## src/rtl/seq_div_stage.sv

```systemverilog
// Iterative unsigned restoring divider with valid/ready handshake, one quotient bit per clock.
// Define SEQ_DIV_STAGE_CNT_EN to add the o_op_count completed-result counter.
module seq_div_stage #(
    parameter int unsigned DATA_WIDTH = 8,
    parameter int unsigned CNT_WIDTH  = 16
) (
    input  logic                  i_clk,
    input  logic                  i_rstn,
    input  logic                  i_valid,
    output logic                  o_ready,
    input  logic [DATA_WIDTH-1:0] i_value_a,
    input  logic [DATA_WIDTH-1:0] i_value_b,
    output logic                  o_valid,
    input  logic                  i_ready,
    output logic [DATA_WIDTH-1:0] o_quotient,
    output logic [DATA_WIDTH-1:0] o_remainder,
    output logic                  o_div_by_zero,
`ifdef SEQ_DIV_STAGE_CNT_EN
    output logic [CNT_WIDTH-1:0]  o_op_count,
`endif
    output logic                  o_busy
);

    localparam int unsigned BCW = (DATA_WIDTH > 1) ? $clog2(DATA_WIDTH) : 1;
    localparam logic [BCW-1:0] BIT_LOAD = BCW'(DATA_WIDTH - 1);

    typedef enum logic [1:0] {StIdle, StRun, StDone} state_e;

    state_e                  state_q, state_d;
    logic [DATA_WIDTH-1:0]   dividend_q, dividend_d;
    logic [DATA_WIDTH-1:0]   divisor_q, divisor_d;
    logic [DATA_WIDTH-1:0]   rem_q, rem_d;
    logic [BCW-1:0]          bit_cnt_q, bit_cnt_d;
    logic [DATA_WIDTH-1:0]   quotient_q, quotient_d;
    logic [DATA_WIDTH-1:0]   remainder_q, remainder_d;
    logic                    dbz_q, dbz_d;

    logic [DATA_WIDTH:0]     shifted;
    logic [DATA_WIDTH:0]     trial;
    logic                    qbit;
    logic [DATA_WIDTH-1:0]   rem_next;
    logic [DATA_WIDTH-1:0]   quo_next;

    // Partial remainder is always < divisor, so the shifted value fits DATA_WIDTH+1 bits and
    // the trial subtract's top bit is a clean borrow flag.
    always_comb begin
        shifted  = {rem_q, dividend_q[DATA_WIDTH-1]};
        trial    = shifted - {1'b0, divisor_q};
        qbit     = ~trial[DATA_WIDTH];
        rem_next = qbit ? trial[DATA_WIDTH-1:0] : shifted[DATA_WIDTH-1:0];
        quo_next = {dividend_q[DATA_WIDTH-2:0], qbit};
    end

    always_comb begin
        state_d     = state_q;
        dividend_d  = dividend_q;
        divisor_d   = divisor_q;
        rem_d       = rem_q;
        bit_cnt_d   = bit_cnt_q;
        quotient_d  = quotient_q;
        remainder_d = remainder_q;
        dbz_d       = dbz_q;
        case (state_q)
            StIdle: begin
                if (i_valid) begin
                    dividend_d = i_value_a;
                    divisor_d  = i_value_b;
                    if (i_value_b != '0) begin
                        rem_d     = '0;
                        bit_cnt_d = BIT_LOAD;
                        state_d   = StRun;
                    end else begin
                        quotient_d  = '1;
                        remainder_d = i_value_a;
                        dbz_d       = 1'b1;
                        state_d     = StDone;
                    end
                end
            end
            StRun: begin
                dividend_d = quo_next;
                rem_d      = rem_next;
                bit_cnt_d  = bit_cnt_q - BCW'(1);
                if (bit_cnt_q == '0) begin
                    quotient_d  = quo_next;
                    remainder_d = rem_next;
                    dbz_d       = 1'b0;
                    state_d     = StDone;
                end
            end
            StDone: begin
                if (i_ready) begin
                    state_d = StIdle;
                end
            end
            default: state_d = StIdle;
        endcase
    end

    always_ff @(posedge i_clk or negedge i_rstn) begin
        if (!i_rstn) begin
            state_q     <= StIdle;
            dividend_q  <= '0;
            divisor_q   <= '0;
            rem_q       <= '0;
            bit_cnt_q   <= '0;
            quotient_q  <= '0;
            remainder_q <= '0;
            dbz_q       <= 1'b0;
        end else begin
            state_q     <= state_d;
            dividend_q  <= dividend_d;
            divisor_q   <= divisor_d;
            rem_q       <= rem_d;
            bit_cnt_q   <= bit_cnt_d;
            quotient_q  <= quotient_d;
            remainder_q <= remainder_d;
            dbz_q       <= dbz_d;
        end
    end

`ifdef SEQ_DIV_STAGE_CNT_EN
    logic [CNT_WIDTH-1:0] op_count_q;

    always_ff @(posedge i_clk or negedge i_rstn) begin
        if (!i_rstn) begin
            op_count_q <= '0;
        end else if (state_q == StDone && i_ready) begin
            op_count_q <= op_count_q + CNT_WIDTH'(1);
        end
    end

    assign o_op_count = op_count_q;
`endif

    assign o_ready       = (state_q == StIdle);
    assign o_valid       = (state_q == StDone);
    assign o_busy        = (state_q != StIdle);
    assign o_quotient    = quotient_q;
    assign o_remainder   = remainder_q;
    assign o_div_by_zero = dbz_q;

endmodule

```

## config.mk

```make
export PLATFORM = sky130hd
export DESIGN_NAME = seq_div_stage
export DESIGN_NICKNAME = d
export VERILOG_FILES = /design/src/rtl/seq_div_stage.sv
export SDC_FILE = /design/constraint.sdc
export NUM_CORES = 1
export LEC_CHECK = 0
export ABC_AREA = 1
export BUFFER_PORTS_ARGS = -buffer_cell sky130_fd_sc_hd__buf_2
export CORE_ASPECT_RATIO = 2
export CORE_MARGIN = 2
export CORE_UTILIZATION = 50
export CTS_BUF_LIST = sky130_fd_sc_hd__clkbuf_8
export DETAILED_ROUTE_END_ITERATION = 8
export HOLD_SLACK_MARGIN = 0.1
export PLACE_DENSITY = 0.8
export SYNTH_ARGS = -nofsm -noshare
export SYNTH_HDL_FRONTEND = slang
export SYNTH_SLANG_ARGS = --single-unit
```

## constraint.sdc

```tcl
create_clock -name i_clk -period 2 [get_ports i_clk]
set_input_delay 0.4 -clock i_clk [delete_from_list [all_inputs] [get_ports i_clk]]
set_output_delay 0.4 -clock i_clk [all_outputs]
set_load 0.01 [all_outputs]
```

==> metrics.md <==
| Metric | Value |
|---|---|
| Final min period | `2.06 ns` |
| RePlAce Congestion | `0.881` |
| CP endpoint kind | `register` |
| CTS sink cnt | `46` |
| Placed instance count | `435` |
| Max Slew Vio Count | `0` |
| Met1 global-route usage | `28.3%` |
| Sequential fraction of the synthesis area | `45.3%` |
| Critical Path RT | `2.22 ns` |
| Die width | `54.4 um` |
| DR WL/cell | `15.9 um` |
| Routed via count | `2414` |
| Distinct cell type count after synthesis | `27` |
| Layout cells sized above 1 | `28.1%` |
| Crit path DAT | `2.28 ns` |
| Reg clk slew, reported paths | `0.09 ns` |
| Fin. Hold Viols | `0` |
| Dpl ws | `-0.149 ns` |
| Global-route wire length before repair | `10600 um` |
| Nets | `418` |
| Setup violators final | `7` |
| Final ANT Viol Nets | `0` |
| Clock Skews | `0.0118 ns` |
| Synthesized net count | `364` |
| GR Util All Layers | `25.4%` |
| Core area | `4860 sq um` |
| Synth area leader | `dfrtp_1` |
| Crit Path Class | `register to register` |
| Area growth from synthesis to layout | `26.8%` |
| Final cell count without fillers | `445` |
| Final worst-path cycle share | `103%` |
| DRC Markers | `0` |
| CTS buffer count | `5` |
| Largest cells by area after synthesis | `dfrtp_1, nand2_1, inv_1, nand3_1, ha_1` |
| #FFs+latches synth | `46` |
| Fillers | `412` |
| Final core occ | `66.3%` |
| Drt pass-1 iters | `5` |
| Met3 Usage GRT | `4.43%` |
| Vias per cell | `5.42` |
| HP Class | `primary input to asynchronous set/reset pin` |
| Initial DRC count | `90` |
| CTS tree | `done` |
| VDD IR max | `0.00179 V` |
| FFs w/ async S/R, synth | `100%` |
| Std cell rows | `36` |
| Static Leak | `1.71 nW` |
| Pwr dens | `1990 nW/um^2` |
| Diode count | `0` |
| Yosys top cell area share | `45.3%` |
| Flip-flop and latch area | `1150 sq um` |
| Met2 Use GR | `42.9%` |
| Primary FF master, synth | `dfrtp_1` |
| IO Port Bufs | `39` |
| Synth Cell Area | `2540 sq um` |
| Failing checks | `negative setup slack` |
| Post-Route WL | `7090 um` |
| Largest net degree at the start of global routing | `47` |
| Post-Syn Instances | `333` |
| Outcome | `complete, but fails checks` |
| Final WS setup | `-0.0611 ns` |
| Clk buf depth | `2` |
| Global route overflow | `0` |
| FMAX | `485 MHz` |
| Most common cell in the netlist | `nand2_1` |
| RSZ-0062 raised after global routing | `true` |
| Post-detail-place hpwl | `4620 um` |
| H-tree levels | `2` |
| Worst Setup Start Kind | `register` |
| Vias in the first global route | `2339` |
| Root Driver | `clkbuf_8` |
| Post-synth EDFFs | `0` |
| Initial core utilization | `52.3%` |
| GR peak layer | `met2` |
| Synth warn | `0` |
| Area occupied by multi-input gates | `1340 sq um` |
| Hold WS | `0.154 ns` |
| Most frequent cells after synthesis | `nand2_1, inv_1, dfrtp_1` |
| Max-Cap Viols | `0` |
| Mean Syn Cell Area | `7.64 sq um` |
| I/O Pins | `40` |
| Worst Path Max Fanout | `8` |
| Die Y | `105 um` |
| Skew-Pair Late Insertion Delay | `0.33 ns` |
| Die Area | `5710 sq um` |
| Rel. slew slack | `60.7%` |
| Worst Max-Slew Pin Slew | `0.590 ns` |
| Initial antenna violation count | `0` |
[metal layers]
metal / vias up / routed length [um]
met2: 80 / 4030
met3: 23 / 321
met4: 0 / 351
li1: 1165 / -
met1: 1146 / 2390
met5: - / 0
[area by class of cell]
cell class	instances	share of cell area, %
tap	57	2.21
timing repair buffer	56	10.0
clock inverter	3	0.815
multi-input combinational	213	41.5
sequential	46	35.7
inverter	65	7.64
clock buffer	5	2.13
[stage by stage]
stage / area [sq um] / power (mW) / setup TNS (ns)
final: 3230 / 6.42 / -0.229
after detailed placement: 2890 / 4.91 / -1.96
after CTS: 3020 / 5.68 / -0.000604
after floorplan: 2540 / 3.83 / 0
after global placement: 2890 / 4.80 / -0.395
after global routing: 3230 / 6.91 / -1.23
[cells in the final DEF (no fill, tap or decap), types with 2 or more instances in the layout]
master	count
inv_2	3
clkbuf_8	5
nand2_8	3
inv_6	3
dfrtp_1	46
or2_2	7
a31oi_1	4
buf_4	17
o221ai_1	7
inv_1	61
o21ai_2	2
a22oi_1	2
o21ai_0	14
nand2_2	2
nand3_2	14
nand2_4	4
xor2_1	2
nand3_1	26
nand2_1	67
buf_2	39
nand3_4	4
ha_1	9
nor2_1	33
nand4_1	3
[flip-flops by register name (all words and copies together) (netlist names)]
name / flops
dividend_q: 8
divisor_q: 8
o_quotient: 8
o_remainder: 8
rem_q: 8
bit_cnt_q: 3
state_q: 2
o_div_by_zero: 1
[where the power goes]
part | switching (mW) | internal, mW
combinational | 2.58 | 1.53
sequential | 0.311 | 1.37
clock | 0.368 | 0.260
[repair_timing]
action / CTS / global route
cloned: 0 / 1
gates resized for setup: 10 / 37
buffers inserted: 0 / 1
hold buffers: 0 / 0
setup endpoints to repair: 18 / 18
pin swaps: 0 / 10
[kinds of logic (layout without fill, tap and decap cells)]
family	Yosys count	after routing	synth area share, %
and+or+nand+nor	165	166	28.0
buffers and inverters	75	129	11.5
DFF	46	46	45.3
AOI/OAI and AO/OA	33	33	8.51
adders and majority gates	11	11	5.71
xor gates and xnor gates	3	3	1.03
[final timing paths]
check	startpoint	end	slack, ns	cells past startpoint
max	dividend_q[7]	o_remainder[5]	-0.06	14
min	i_rstn	divisor_q[3]	0.15	2
max reg2reg	dividend_q[7]	o_remainder[5]	-0.06	14
min reg2reg	divisor_q[4]	divisor_q[4]	0.49	2
max in group asynchronous	i_rstn	o_remainder[4]	1.44	2
min in group i_clk	i_value_b[6]	divisor_q[6]	0.35	3
[critical path: stages (launching register included)]
cell and delay (ns):
dfrtp_1 0.41, inv_2 0.09, ha_4 0.13, inv_2 0.04
fa_2 0.37, nand2_2 0.10, nand2_4 0.07, nand3_4 0.11
nand2_4 0.10, nand2_4 0.13, nand2_8 0.09, nand3_2 0.09
nand3_1 0.10, nand2_1 0.08, inv_1 0.04
(Power assumes the default switching activity.)
